==> src/rtl/ssd_display_scheduler.sv <==
// rtl/ssd_display_scheduler.sv - round-robin scheduler for a two-digit SSD
// Grants one of four requesters, blanks the display briefly, then shows the byte for a dwell time.
module ssd_display_scheduler #(
  parameter int PAR_DWELL_CYCLES = 20000000,
  parameter int PAR_BLANK_CYCLES = 200000
) (
  input  logic       i_clk_20mhz,
  input  logic       i_rst_20mhz,
  input  logic [3:0] i_req,
  input  logic [7:0] i_value0,
  input  logic [7:0] i_value1,
  input  logic [7:0] i_value2,
  input  logic [7:0] i_value3,
  input  logic       i_hold,
  output logic [3:0] o_ack,
  output logic [7:0] o_value,
  output logic [1:0] o_src_id,
  output logic       o_blank
);

  typedef enum logic [1:0] {ST_IDLE, ST_BLANK, ST_SHOW} state_t;

  // Counters hold "remaining cycles minus one", so zero means the interval ends at the next edge.
  localparam logic [24:0] BLANK_LOAD = 25'(PAR_BLANK_CYCLES - 1);
  localparam logic [24:0] DWELL_LOAD = 25'(PAR_DWELL_CYCLES - 1);

  state_t      state, state_next;
  logic [24:0] blank_cnt;
  logic [24:0] dwell_cnt;
  logic [1:0]  last_idx;
  logic [1:0]  cand;
  logic [1:0]  grant_idx;
  logic        grant_found;
  logic        grant;
  logic [7:0]  sel_value;

  always_comb begin
    grant_found = 1'b0;
    grant_idx   = 2'd0;
    cand        = 2'd0;
    for (int k = 1; k <= 4; k++) begin
      cand = last_idx + 2'(k);
      if (!grant_found && i_req[cand]) begin
        grant_found = 1'b1;
        grant_idx   = cand;
      end
    end

    grant = grant_found && !i_hold &&
            (state == ST_IDLE || (state == ST_SHOW && dwell_cnt == 25'd0));

    case (grant_idx)
      2'd0:    sel_value = i_value0;
      2'd1:    sel_value = i_value1;
      2'd2:    sel_value = i_value2;
      default: sel_value = i_value3;
    endcase

    state_next = state;
    case (state)
      ST_IDLE:  if (grant) state_next = ST_BLANK;
      ST_BLANK: if (blank_cnt == 25'd0) state_next = ST_SHOW;
      ST_SHOW:  if (grant) state_next = ST_BLANK;
      default:  state_next = ST_IDLE;
    endcase
  end

  always_ff @(posedge i_clk_20mhz or posedge i_rst_20mhz) begin
    if (i_rst_20mhz) begin
      state     <= ST_IDLE;
      o_ack     <= 4'b0000;
      o_value   <= 8'h00;
      o_src_id  <= 2'd0;
      o_blank   <= 1'b1;
      blank_cnt <= 25'd0;
      dwell_cnt <= 25'd0;
      last_idx  <= 2'd3;
    end else begin
      state <= state_next;
      o_ack <= 4'b0000;
      if (grant) begin
        o_ack     <= 4'b0001 << grant_idx;
        o_value   <= sel_value;
        o_src_id  <= grant_idx;
        o_blank   <= 1'b1;
        blank_cnt <= BLANK_LOAD;
        last_idx  <= grant_idx;
      end else begin
        case (state)
          ST_BLANK: begin
            if (blank_cnt == 25'd0) begin
              o_blank   <= 1'b0;
              dwell_cnt <= DWELL_LOAD;
            end else begin
              blank_cnt <= blank_cnt - 25'd1;
            end
          end
          ST_SHOW: begin
            if (!i_hold && dwell_cnt != 25'd0) dwell_cnt <= dwell_cnt - 25'd1;
          end
          default: ;
        endcase
      end
    end
  end

endmodule

==> config.mk <==
export PLATFORM = sky130hd
export DESIGN_NAME = ssd_display_scheduler
export DESIGN_NICKNAME = d
export VERILOG_FILES = /design/src/rtl/ssd_display_scheduler.sv
export SDC_FILE = /design/constraint.sdc
export NUM_CORES = 1
export LEC_CHECK = 0
export BUFFER_PORTS_ARGS = -buffer_cell sky130_fd_sc_hd__buf_2
export CAP_MARGIN = 20
export CORE_MARGIN = 3
export CORE_UTILIZATION = 60
export CTS_BUF_LIST = sky130_fd_sc_hd__clkbuf_4 sky130_fd_sc_hd__clkbuf_8
export DETAILED_ROUTE_END_ITERATION = 10
export PLACE_DENSITY = 0.86
export SLEW_MARGIN = 10
export SYNTH_ARGS = -nofsm -noshare
export SYNTH_HDL_FRONTEND = slang
export SYNTH_SLANG_ARGS = --single-unit
==> constraint.sdc <==
create_clock -name i_clk_20mhz -period 7.76 [get_ports i_clk_20mhz]
set_input_delay 0.388 -clock i_clk_20mhz [delete_from_list [all_inputs] [get_ports i_clk_20mhz]]
set_output_delay 0.388 -clock i_clk_20mhz [all_outputs]
set_load 0.005 [all_outputs]
After elaboration in Yosys (flattened, before gate mapping)
Index checks and enable logic that the tools add are counted.
Widths: inputs -> output; s select.
{"block": "totals", "ff_bits": 69, "in_bits": 39, "output_inout_bits": 15, "elab_cells": 82}
{"block": "op_classes", "add_sub_neg": 5, "n_eq_ne": 8, "bitwise_logic": 1, "n_lt_le_gt_ge": 4, "shifts": 1, "mux": 30, "reduce_logical": 25}
{"operator": "$mux 25", "count": 5}
{"operator": "$logic_not 25->1", "count": 2}
{"operator": "$pmux 25 s2", "count": 1}
{"operator": "$sub 25x1->25 const B", "count": 2}
{"operator": "$reduce_bool 25->1", "count": 1}
{"operator": "$pmux 8 s3", "count": 1}
{"operator": "$lt 2x3->1 const B", "count": 4}
{"operator": "$mux 2", "count": 6}
{"operator": "$mux 1", "count": 11}
{"operator": "$bmux 1 s2", "count": 4}
{"operator": "$logic_and 1x1->1", "count": 7}
{"operator": "$reduce_and 2->1", "count": 3}
{"operator": "$reduce_bool 2->1", "count": 3}
{"operator": "$add 2x2->2 const B", "count": 2}
{"operator": "$eq 2x1->1 const B", "count": 2}
{"operator": "$eq 2x2->1 const B", "count": 2}
{"operator": "$logic_not 1->1", "count": 4}
{"operator": "$logic_not 2->1", "count": 2}
{"operator": "$mux 4", "count": 1}
{"operator": "$ne 2x1->1 const B", "count": 2}
{"operator": "$ne 2x2->1 const B", "count": 2}
{"operator": "$pmux 2 s2", "count": 1}
{"operator": "$reduce_and 4->1", "count": 1}
{"operator": "$shl 1x2->4 const A", "count": 1}
{"operator": "4 further kinds", "count": 4}

Longest topological paths before layout
Gate-level depths: netlist (run 1).
{"block": "logic_depth", "word_depth": 17, "ltp_mapped": 9, "depth_no_buf": 8}

Worst setup path before layout (run 1)
Ideal clock, no wire load.
{"block": "synth_timing", "path_type": "reg2reg", "startpoint": "reg blank_cnt[3]", "endpoint": "reg blank_cnt[22]", "setup_ps": 78, "slack_ps": 5195, "stages_incl_launch_ff": 8, "n_path_buf": 2, "arrival_ps": 2488, "path_cell_list": "dfrtp_1 > or4_4 > or3_1 > buf_6 > or4b_1 > clkbuf_2 > or3_1 > a21oi_1"}
{"block": "synth_via", "elab_chain_cells": 4, "elab_cells_between_ends": 7, "cone_classes": "1 x add/sub; 1 x eq/ne; 3 x mux; 2 x reduce/logical"}
{"item": "from (decl)", "line": "28", "rtl": "logic [24:0] blank_cnt;"}
{"item": "from (signal assigned)", "line": "95", "rtl": "blank_cnt <= blank_cnt - 25'd1;"}
{"item": "$sub 25x1->25", "line": "95"}
{"item": "$mux 25", "line": "91", "rtl": "if (blank_cnt == 25'd0) begin"}
{"item": "$mux 25", "line": "89", "rtl": "case (state)"}
{"item": "$mux 25", "line": "81", "rtl": "if (grant) begin"}
Several ways; a longest one is shown, not always the timed one. The select of a mux whose other input is x is not followed.
A chain may end at the register's enable or synchronous reset.

Worst setup path after layout (run 1)
{"block": "layout_timing", "startpoint": "reg dwell_cnt[18]", "endpoint": "reg o_value[6]"}
{"block": "layout_via", "elab_chain_cells": 4}
{"item": "from (decl)", "line": "29", "rtl": "logic [24:0] dwell_cnt;"}
{"item": "from (signal assigned)", "line": "99", "rtl": "if (!i_hold && dwell_cnt != 25'd0) dwell_cnt <= dwell_cnt - 25'd1;"}
{"item": "$logic_not 25->1", "line": "50", "rtl": "(state == ST_IDLE || (state == ST_SHOW && dwell_cnt == 25'd0));"}
{"item": "$logic_and 1x1->1", "line": "50"}
{"item": "$logic_or 1x1->1", "line": "50"}
{"item": "$logic_and 1x1->1", "line": "49", "rtl": "grant = grant_found && !i_hold &&"}
{"item": "to (signal assigned)", "line": "83", "rtl": "o_value <= sel_value;"}
{"item": "to (decl)", "line": "16", "rtl": "output logic [7:0] o_value,"}
Every way passes these cells.

==> key figures, run 1 <==
Status
  • Status: complete, no violations

Timing
  • F_max: 328 MHz
  • Layout Skew: 9.65 ps
  • RSZ-0062 raised after global routing: false
  • Worst slew pin tran: 1070 ps
  • Period utilization: slightly below 40%
  • Worst setup margin: 4710 ps
  • Final worst path period need: 3050 ps
  • Final Hold Fails: 0
  • Final Max Tran Viols: 0
  • Setup TNS: 0 ps
  • Setup violators final: 0
  • Rel. slew slack: 27.9%

Synthesis
  • Post-synth EDFFs: 0
  • Synth Area in Compound Gates: 11.3%
  • Mux share of post-synthesis cell area: between 2 and 2.5%
  • Synth Area in Simple Gates: between 20% and 30%
  • Synth Net Count: 416
  • Post-Syn Area per Cell: 9.56 um^2
  • FF+latch count, synth: 69
  • Synth async-reset ratio: 100%
  • Count of mapped cells out of synthesis: 374
  • Unique masters post-synth: 46
  • Post-Synth Adder-Cell Area: 1.05%
  • YS warnings: 0
  • Synth Area in XOR/XNOR: 8.58%
  • Post-synth top flop: dfrtp_1
  • Main combinational cell family by area after synthesis: simple AND/OR/NAND/NOR gates
  • Post-Syn Area: 3570 um^2
  • Seq/Total Area, Yosys: 48.4%

Setup path
  • Critical path endpoint category: register
  • Maximum fanout along the worst path: 24
  • WS Path Type: register to register
  • FF-to-FF End: o_value[6]
  • WP data required: 8050 ps
  • Worst R2R Path Depth: 7
  • RR Startpoint: dwell_cnt[18]
  • Slowest cell on crit path: a221o_1
  • Reg2reg setup slack: 4710 ps
  • Critical Path Max Stage Delay: between 600 and 700 ps
  • Worst Path Arrival: between 3000 and 4000 ps
  • Critical path cell sequence: or4_1 -> nor4_1 -> nand4_2 -> a221o_1 -> buf_16 -> a221oi_1 -> a21o_1
  • Crit start category: register

Floorplanning
  • Die area: 6920 um^2
  • Core area: 5640 um^2
  • Top Ports: 54
  • Die width: between 80 and 90 um
  • Row Count: 27
  • Die span in y: between 80 and 90 um
  • Initial Util: 63.4%

Finish
  • # diodes: 0
  • Share of post-route cells with drive strength above 1: around a fifth
  • Most common cell after layout, fill and taps aside: dfrtp_1
  • Nets@finish: between 400 and 500
  • Final Util: between 70% and 80%
  • Most frequent cells in the layout: dfrtp_1 (66), buf_2 (53), nand2_1 (48)
  • P&R area growth vs syn: 16.8%

Clock tree
  • Clock insertion delay at the later pin of the skew report: 350 ps
  • Longest Clk Path Bufs: 2
  • PostCTS Resize Cnt: 0
  • Num CTS Buffers: 9
  • Reg clk slew, reported paths: approximately 80 ps
  • Post-CTS setup repair buffer count: 0
  • H-tree depth: 3
  • TritonCTS clock tree: built
  • CTS Root Cell: clkbuf_8
  • Clock Sink Count: between 60 and 70
  • CTS Hold Bufs: 0

Pwr
  • Max VDD drop: approximately 0.17 mV
  • Switching pwr: roughly 0.00031 W
  • Sequential Power Share: 42.9%
  • Comb pwr share: between 20% and 30%
  • Final Power: 0.00106 W
  • Int Power: approximately 0.00075 W
  • Switching share of power: 29.1%
  • Leakage: 1.80 nW
  • Pwr dens: 254 nW/um^2
  • Clock share of power: 34.3%

Routing
  • Via count: 3027
  • Vias/cell: between 5 and 6
  • DRC viols: 0
  • Total Wirelength: 7950 um
  • Initial DRC count: 263
  • Remaining antenna violation count: 0
  • Routed WL per cell: 15.7 um
  • DR pass1 iterations: 4

GRT
  • Vias in the first global route: around 3000
  • Antenna violations before repair: 0
  • Total global-route track usage: roughly a quarter
  • Largest net degree at the start of global routing: 70
  • GR Overflow Total: 0
  • Global-route wire length before repair: 13600 um

Place
  • Pre-CTS WS: around 4600 ps
  • Port Buffers: 53
  • Routability congestion estimate: 0.868
  • Detailed placer's ending HPWL: 5270 um

Job
  • Max-cap viol count: 0

Worst hold path
  • Worst Hold Class: input pin to asynchronous set/reset pin
[final cells by class]
| type | instances | area [um^2] |
|---|---|---|
| clock inverter | 4 | 95.1 |
| timing repair buffer | 58 | 323 |
| inverter | 7 | 26.3 |
| clock buffer | 12 | 153 |
| multi-input combinational | 285 | 1760 |
| sequential | 69 | 1730 |
| fill | 384 | 1470 |
| tap | 72 | 90.1 |
[logic make-up (layout without fill, tap and decap cells)]
group	after synthesis	count (layout)
AO/OA/AOI/OAI	62	62
XOR/XNOR	35	35
adder cells (fa/ha/maj)	3	3
buffers and inverters	20	81
flip-flops	69	69
multiplexers	8	8
AND/OR/NAND/NOR	177	177
[synth_stat cells, types with 5 or more instances]
master / n / area share, %
nand2_1: 48 / 5.0
mux2i_1: 8 / 2.2
inv_1: 7 / 0.74
a21o_1: 9 / 1.9
nor3_1: 12 / 1.7
nor2_1: 39 / 4.1
nand3_1: 7 / 0.98
o21ai_0: 13 / 1.8
dfrtp_1: 66 / 46
a221oi_1: 8 / 2.0
nand4_1: 6 / 1.1
xnor2_1: 23 / 5.6
nor2b_1: 5 / 0.88
xor2_1: 12 / 2.9
clkbuf_1: 9 / 0.94
a21oi_1: 19 / 2.7
nor4_1: 15 / 2.6
or3_1: 12 / 2.1
[worst max-delay path: cells and delay by family, from the launching register on]
kind | cells | cell delay, ps
compound gates | 3 | 1020
buf+inv | 1 | 250
simple gates | 3 | 1310
flops | 1 | 420
[power groups by stage]
stage / Combinational, W / Clock (W) / Sequential [W]
after floorplan: 0.000158 / 0 / 0.000455
after global placement: 0.000229 / 0 / 0.000458
after detailed placement: 0.000236 / 0 / 0.000460
after CTS: 0.000240 / 0.000365 / 0.000453
after global routing: 0.000271 / 0.000383 / 0.000462
final: 0.000241 / 0.000363 / 0.000454
[sequential cells by signal, indices dropped and copies added (netlist names)]
register,count
o_value,8
last_idx,2
o_src_id,2
state,2
o_blank,1
dwell_cnt,25
blank_cnt,25
o_ack,4
[metrics by stage]
step           hold slack [ps]  std cells  cell area [um^2]
3_5_place_dp               457        490              3900
4_1_cts                    324        506              4150
6_report                   275        507              4180
3_3_place_gp               448        490              3900
5_1_grt                    370        507              4180
2_1_floorplan              448        374              3570
[worst max-delay path by stage]
stage | from | slack (ps) | to | depth (start not counted)
after floorplan | blank_cnt[3] | 5190 | blank_cnt[22] | 7
after global placement | dwell_cnt[18] | 4810 | o_value[1] | 6
after global routing | dwell_cnt[18] | 4620 | o_value[6] | 7
final | dwell_cnt[18] | 4710 | o_value[6] | 7
after detailed placement | dwell_cnt[18] | 4650 | o_value[6] | 6
after CTS | dwell_cnt[18] | 4620 | o_value[6] | 6
[layer usage]
layer | track usage, % | vias to the layer above | part of all wire (%)
met5 | 0 | - | 0
met3 | 5.75 | 20 | 4.3
li1 | - | 1453 | -
met2 | 38.5 | 80 | 49
met4 | 8.92 | 0 | 2.5
met1 | 30.9 | 1474 | 44
Note: power is estimated with default switching activity, not from simulation.
==> inputs of run 2 (changes only) <==
--- a/config.mk
+++ b/config.mk
@@ -5,13 +5,14 @@
 export SDC_FILE = /design/constraint.sdc
 export NUM_CORES = 1
 export LEC_CHECK = 0
+export ABC_AREA = 1
 export BUFFER_PORTS_ARGS = -buffer_cell sky130_fd_sc_hd__buf_2
 export CAP_MARGIN = 20
 export CORE_MARGIN = 3
-export CORE_UTILIZATION = 60
+export CORE_UTILIZATION = 55
 export CTS_BUF_LIST = sky130_fd_sc_hd__clkbuf_4 sky130_fd_sc_hd__clkbuf_8
 export DETAILED_ROUTE_END_ITERATION = 10
-export PLACE_DENSITY = 0.86
+export PLACE_DENSITY = 0.82
 export SLEW_MARGIN = 10
 export SYNTH_ARGS = -nofsm -noshare
 export SYNTH_HDL_FRONTEND = slang
==> constraint.sdc (replaced) <==
create_clock -name i_clk_20mhz -period 2.75 [get_ports i_clk_20mhz]
set_input_delay 0.1375 -clock i_clk_20mhz [delete_from_list [all_inputs] [get_ports i_clk_20mhz]]
set_output_delay 0.1375 -clock i_clk_20mhz [all_outputs]
set_load 0.005 [all_outputs]
==> key figures, run 2 <==
Setup path
  • Critical path's top delay family: simple AND/OR/NAND/NOR gates
  • Crit start category: register
  • Critical path cell sequence: inv_2 -> nand2_1 -> nand2_2 -> nand2_2 -> nand2_4 -> nand2_1 -> inv_1 -> a21oi_2 -> nand3_2 -> o21ai_0 -> nand3_1 -> nand2_1 -> nand2_1
  • Maximum fanout along the worst path: 20
  • Buf+Inv Stages, Crit Path: 2
  • WS Path Type: register to register
  • WP data required: about 3000 ps
  • Crit-path most repeated cell: nand2_1
  • Worst Path Arrival: 2680 ps
  • Reg2reg setup slack: ~320 ps
  • Critical Path Max Stage Delay: 660 ps
  • Critical path endpoint category: register
  • Slowest cell on crit path: dfstp_2

Clock tree
  • Longest Clk Path Bufs: 2
  • TritonCTS clock tree: built
  • Reg clk slew, reported paths: about 80 ps
  • Post-CTS setup repair buffer count: 0
  • CTS Root Cell: clkbuf_8
  • H-tree depth: 3
  • Num CTS Buffers: 9
  • Clock Sink Count: 69
  • CTS Hold Bufs: 1
  • Clock insertion delay at the later pin of the skew report: 350 ps
  • PostCTS Resize Cnt: 0

Job
  • Max-cap viol count: 0

Place
  • Routability congestion estimate: about 0.94
  • Detailed placer's ending HPWL: 8170 um
  • Pre-CTS WS: 349 ps
  • Port Buffers: between 50 and 60

Routing
  • DRC viols: 0
  • Initial DRC count: approximately 240
  • DR pass1 iterations: 4
  • Total Wirelength: about 11000 um
  • Via count: approximately 4300
  • Remaining antenna violation count: 0
  • Routed WL per cell: 13.9 um
  • Vias/cell: 5.46

Floorplanning
  • Initial Util: 57.1%
  • Die area: 9180 um^2
  • Core area: a little under 8000 um^2
  • Top Ports: 54
  • Die width: roughly 96 um
  • Row Count: 32
  • Die span in y: roughly 96 um

Finish
  • P&R area growth vs syn: 13.0%
  • Most common cell after layout, fill and taps aside: nand2_1
  • # diodes: 0
  • Largest registers: blank_cnt (25), dwell_cnt (25), o_value (8)
  • Share of post-route cells with drive strength above 1: 17.7%
  • Nets@finish: between 700 and 800
  • Fillers: 705
  • Most frequent cells in the layout: nand2_1 (140), nor2_1 (89), inv_1 (69)

Synthesis
  • Seq/Total Area, Yosys: 39.0%
  • Most common cell in the netlist: nand2_1
  • Synth async-reset ratio: 100%
  • Synth area leaders: dfrtp_1 (37%), nand2_1 (12%), nor2_1 (7.5%)
  • Synth Net Count: 665
  • Area leader, netlist: dfrtp_1
  • Post-Syn Area per Cell: 7.12 um^2
  • Unique masters post-synth: 40
  • Post-synth top flop: dfrtp_1
  • Post-synth EDFFs: 0
  • YS warnings: 0
  • Post-Syn Area: 4440 um^2
  • Yosys top cell area share: 37.2%
  • Count of mapped cells out of synthesis: 623
  • FF+latch count, synth: 69
  • Synth top cells by count: nand2_1 (140), nor2_1 (89), inv_1 (70), dfrtp_1 (66), nand3_1 (66)

Status
  • Status: complete, no violations

Pwr
  • Pwr dens: 815 nW/um^2
  • Sequential Power Share: ~32%
  • Int Power: 0.00238 W
  • Clock share of power: 25.0%
  • Switching share of power: a little over two fifths
  • Max VDD drop: 0.506 mV
  • Final Power: 0.00409 W
  • Leakage: 2.53 nW
  • Switching pwr: 0.00171 W
  • Comb pwr share: 42.7%

GRT
  • Grt peak-use layer: met2
  • Met2 usage: 40.7%
  • Antenna violations before repair: 0
  • GR Overflow Total: 0
  • Vias in the first global route: 3977
  • GR Util met1: 32.6%
  • Global-route wire length before repair: 17800 um
  • Largest net degree at the start of global routing: between 40 and 50
  • Total global-route track usage: ~25%
  • GR Util met3: 4.07%

Timing
  • Setup TNS: 0 ps
  • Final Hold Fails: 0
  • RSZ-0062 raised after global routing: false
  • Worst slew pin tran: 569 ps
  • Rel. slew slack: 62.0%
  • F_max: 411 MHz
  • Setup violators final: 0
  • Layout Skew: 10.5 ps
  • Worst setup margin: 316 ps
  • Final worst path period need: 2430 ps
  • Period utilization: 88.5%
  • Final Max Tran Viols: 0

Worst hold path
  • Worst Hold Class: input pin to register
-- run 2: final timing paths --
path / start / cells after the start / to
worst max-delay path: last_idx[0] / 13 / o_value[2]
worst min-delay path: i_value2[0] / 5 / o_value[0]
worst max register to register: last_idx[0] / 13 / o_value[2]
worst min register to register: o_blank / 2 / o_blank
max in group asynchronous: i_rst_20mhz / 4 / o_blank
min in group asynchronous: i_rst_20mhz / 3 / blank_cnt[23]
-- run 2: stage by stage --
step / hold WS, ps / cell area (um^2) / util (%) / cells
global placement: 216 / 4760 / 61.3 / 768
CTS: 84.8 / 5010 / 64.5 / 785
floorplan: 339 / 4440 / - / 623
detailed placement: 226 / 4760 / 61.3 / 768
finish: 92.3 / 5010 / 64.5 / 785
global route: 135 / 5010 / 64.5 / 785
-- run 2: area by class of cell --
cell class	count	area, um^2	area share (%)
clock buffer	10	131	2.62
clock inverter	6	111	2.22
inverter	78	295	5.89
multi-input combinational	460	2280	45.6
sequential	69	1730	34.5
tap	102	128	2.55
timing repair buffer	60	333	6.64
-- run 2: cells by family (layout without fill, tap and decap cells) --
logic type,count (synthesis),count (layout),synth area share (%)
AOI/OAI and AO/OA,75,75,9.42
and+or+nand+nor,368,368,38.4
adders and majority gates,3,3,0.846
DFF,69,69,39.0
xor gates and xnor gates,14,14,2.76
buffers and inverters,94,154,9.53
-- run 2: layer usage --
metal	up-vias	wire (um)	share of wire, %
met2	123	5360	49
met1	1987	4900	45
met3	31	401	3.7
met4	0	243	2.2
met5	-	0	0
li1	2148	-	-
-- run 2: tightest hold or removal path, cell delays in order --
cell and delay (ps):
buf_2 80, nand2_1 40, nand3_1 50, nand2_1 40
nand2_1 50
-- run 2: power groups by stage --
| stage | Combinational (W) | Sequential, W | Clock, W |
|---|---|---|---|
| floorplan | 0.00147 | 0.00130 | 0 |
| detailed placement | 0.00172 | 0.00134 | 0 |
| global route | 0.00196 | 0.00135 | 0.00108 |
| global placement | 0.00167 | 0.00133 | 0 |
| CTS | 0.00174 | 0.00132 | 0.00103 |
| finish | 0.00174 | 0.00132 | 0.00102 |
==> inputs of run 3 (changes only) <==
--- a/config.mk
+++ b/config.mk
@@ -12,6 +12,7 @@
 export CORE_UTILIZATION = 55
 export CTS_BUF_LIST = sky130_fd_sc_hd__clkbuf_4 sky130_fd_sc_hd__clkbuf_8
 export DETAILED_ROUTE_END_ITERATION = 10
+export MAX_ROUTING_LAYER = met4
 export PLACE_DENSITY = 0.82
 export SLEW_MARGIN = 10
 export SYNTH_ARGS = -nofsm -noshare
==> key figures, run 3 (synthesized netlist as in run 2, its figures left out) <==
Finish
  • Largest registers: blank_cnt (25), dwell_cnt (25), o_value (8)
  • Area taken by multi-input logic gates: ~2300 um^2
  • Most common cell after layout, fill and taps aside: nand2_1
  • Share of post-route cells with drive strength above 1: 17.6%
  • Storage cell area: about 1700 um^2
  • P&R area growth vs syn: 12.4%
  • Final instance area: around 5000 um^2
  • # diodes: 0
  • Most frequent cells in the layout: nand2_1 (140), nor2_1 (89), inv_1 (69)
  • Fillers: 699
  • Nets@finish: 720
  • Final cell count without fillers: 784

Timing
  • Setup TNS: 0 ps
  • Rel. slew slack: between 60 and 70%
  • Period utilization: 88.9%
  • Worst slew pin tran: around 490 ps
  • F_max: around 400 MHz
  • Final Hold Fails: 0
  • RSZ-0062 raised after global routing: false
  • Final Max Tran Viols: 0
  • Layout Skew: 15.1 ps
  • Setup violators final: 0
  • Final worst path period need: roughly 2400 ps

Status
  • Status: complete, no violations

Place
  • Inst Count DP: 768
  • Area after DPL: 4760 um^2
  • Routability congestion estimate: between 0.9 and 1
  • Port Buffers: 53
  • Detailed placer's ending HPWL: 8110 um

Clock tree
  • Post-CTS setup repair buffer count: 0
  • Clock insertion delay at the later pin of the skew report: around 350 ps
  • Reg clk slew, reported paths: 80 ps
  • CTS Root Cell: clkbuf_8
  • Num CTS Buffers: 9
  • Longest Clk Path Bufs: 2
  • TritonCTS clock tree: built
  • H-tree depth: 3
  • Clock Sink Count: 69

Routing
  • DRC viols: 0
  • DR pass1 iterations: 5
  • Via count: 4298
  • Total Wirelength: between 10000 and 15000 um
  • Routed WL per cell: 14.0 um
  • Remaining antenna violation count: 0
  • Vias/cell: 5.48
  • Initial DRC count: about 270

Setup path
  • Critical Path Max Stage Delay: around 670 ps
  • Crit-path most repeated cell: nand2_1
  • Critical path's top delay family: simple AND/OR/NAND/NOR gates
  • Buf+Inv Stages, Crit Path: 2
  • WP data required: between 2000 and 3000 ps
  • Worst R2R Path Depth: 13
  • Worst Path Arrival: 2690 ps
  • Maximum fanout along the worst path: 20
  • WS Path Type: register to register
  • Slowest cell on crit path: dfstp_2
  • Crit start category: register
  • Critical path cell sequence: inv_2 -> nand2_1 -> nand2_2 -> nand2_2 -> nand2_4 -> nand2_1 -> inv_1 -> a21oi_2 -> nand3_2 -> o21ai_0 -> nand3_1 -> nand2_1 -> nand2_1
  • Crit path depth: 13
  • Critical path endpoint category: register

GRT
  • Largest net degree at the start of global routing: 64
  • GR Overflow Total: 0
  • Total global-route track usage: 25.3%
  • Antenna violations before repair: 0
  • Global-route wire length before repair: about 18000 um
  • Vias in the first global route: 3975

Floorplanning
  • Die span in y: 95.8 um
  • Row Count: 32
  • Die area: 9180 um^2
  • Initial Util: between 50% and 60%
  • Top Ports: 54
  • Core area: 7770 um^2
  • Die width: 95.8 um

Pwr
  • Max VDD drop: 0.488 mV
  • Leakage: 2.51 nW
  • Pwr dens: roughly 800 nW/um^2
  • Final Power: about 0.004 W

Job
  • Max-cap viol count: 0

Worst hold path
  • Hold Crit Depth: 5
  • Worst Hold Class: input pin to register
run 3: timing repair:
item                       4_1_cts  5_1_grt
setup endpoints to repair        0        3
gates resized for setup          0        1
hold endpoints to repair        53        0
hold buffers                     1        0
run 3: cell type report:
class / count / area share, %
multi-input cells: 460 / 45.9
flip-flops and latches: 69 / 34.7
repair buffers: 60 / 6.67
inverters: 78 / 5.92
well taps: 102 / 2.56
clock buffers: 9 / 2.48
clock inverters: 6 / 1.78
run 3: worst paths after layout:
kind / startpoint / end / slack (ps)
max reg2reg: last_idx[0] / o_value[2] / 310
max: last_idx[0] / o_value[2] / 310
max in group asynchronous: i_rst_20mhz / last_idx[0] / 1910
min reg2reg: o_blank / o_blank / 480
min: i_value2[0] / o_value[0] / 100
min in group asynchronous: i_rst_20mhz / o_value[6] / 220
run 3: metal layers:
metal,up-vias,GRT usage [%],part of all wire [%]
met5,-,-,0
met3,15,3.13,4.2
li1,2140,-,-
met1,2029,32.3,44
met4,0,6.87,1.3
met2,114,42.6,51
run 3: power by group:
part / switching, W / total [W] / internal [W]
Clock: 0.000409 / 0.000914 / 0.000505
Combinational: 0.00115 / 0.00173 / 0.000580
Sequential: 0.000136 / 0.00132 / 0.00118
run 3: stage by stage:
stage                     setup slack [ps]  utilization (%)  hold slack (ps)
after floorplan                        852                -              339
after detailed placement               362             61.3             44.2
after global placement                 377             61.3             35.9
final                                  306             64.2             96.1
after CTS                              307             64.1             83.8
after global routing                  50.0             64.2              128
run 3: worst reg2reg max path, delay by kind of cell (launching register included):
| kind | cells | cell delay [ps] |
|---|---|---|
| buffers and inverters | 2 | 190 |
| AO/OA/AOI/OAI | 2 | 450 |
| AND/OR/NAND/NOR | 9 | 1030 |
| flip-flops | 1 | 670 |
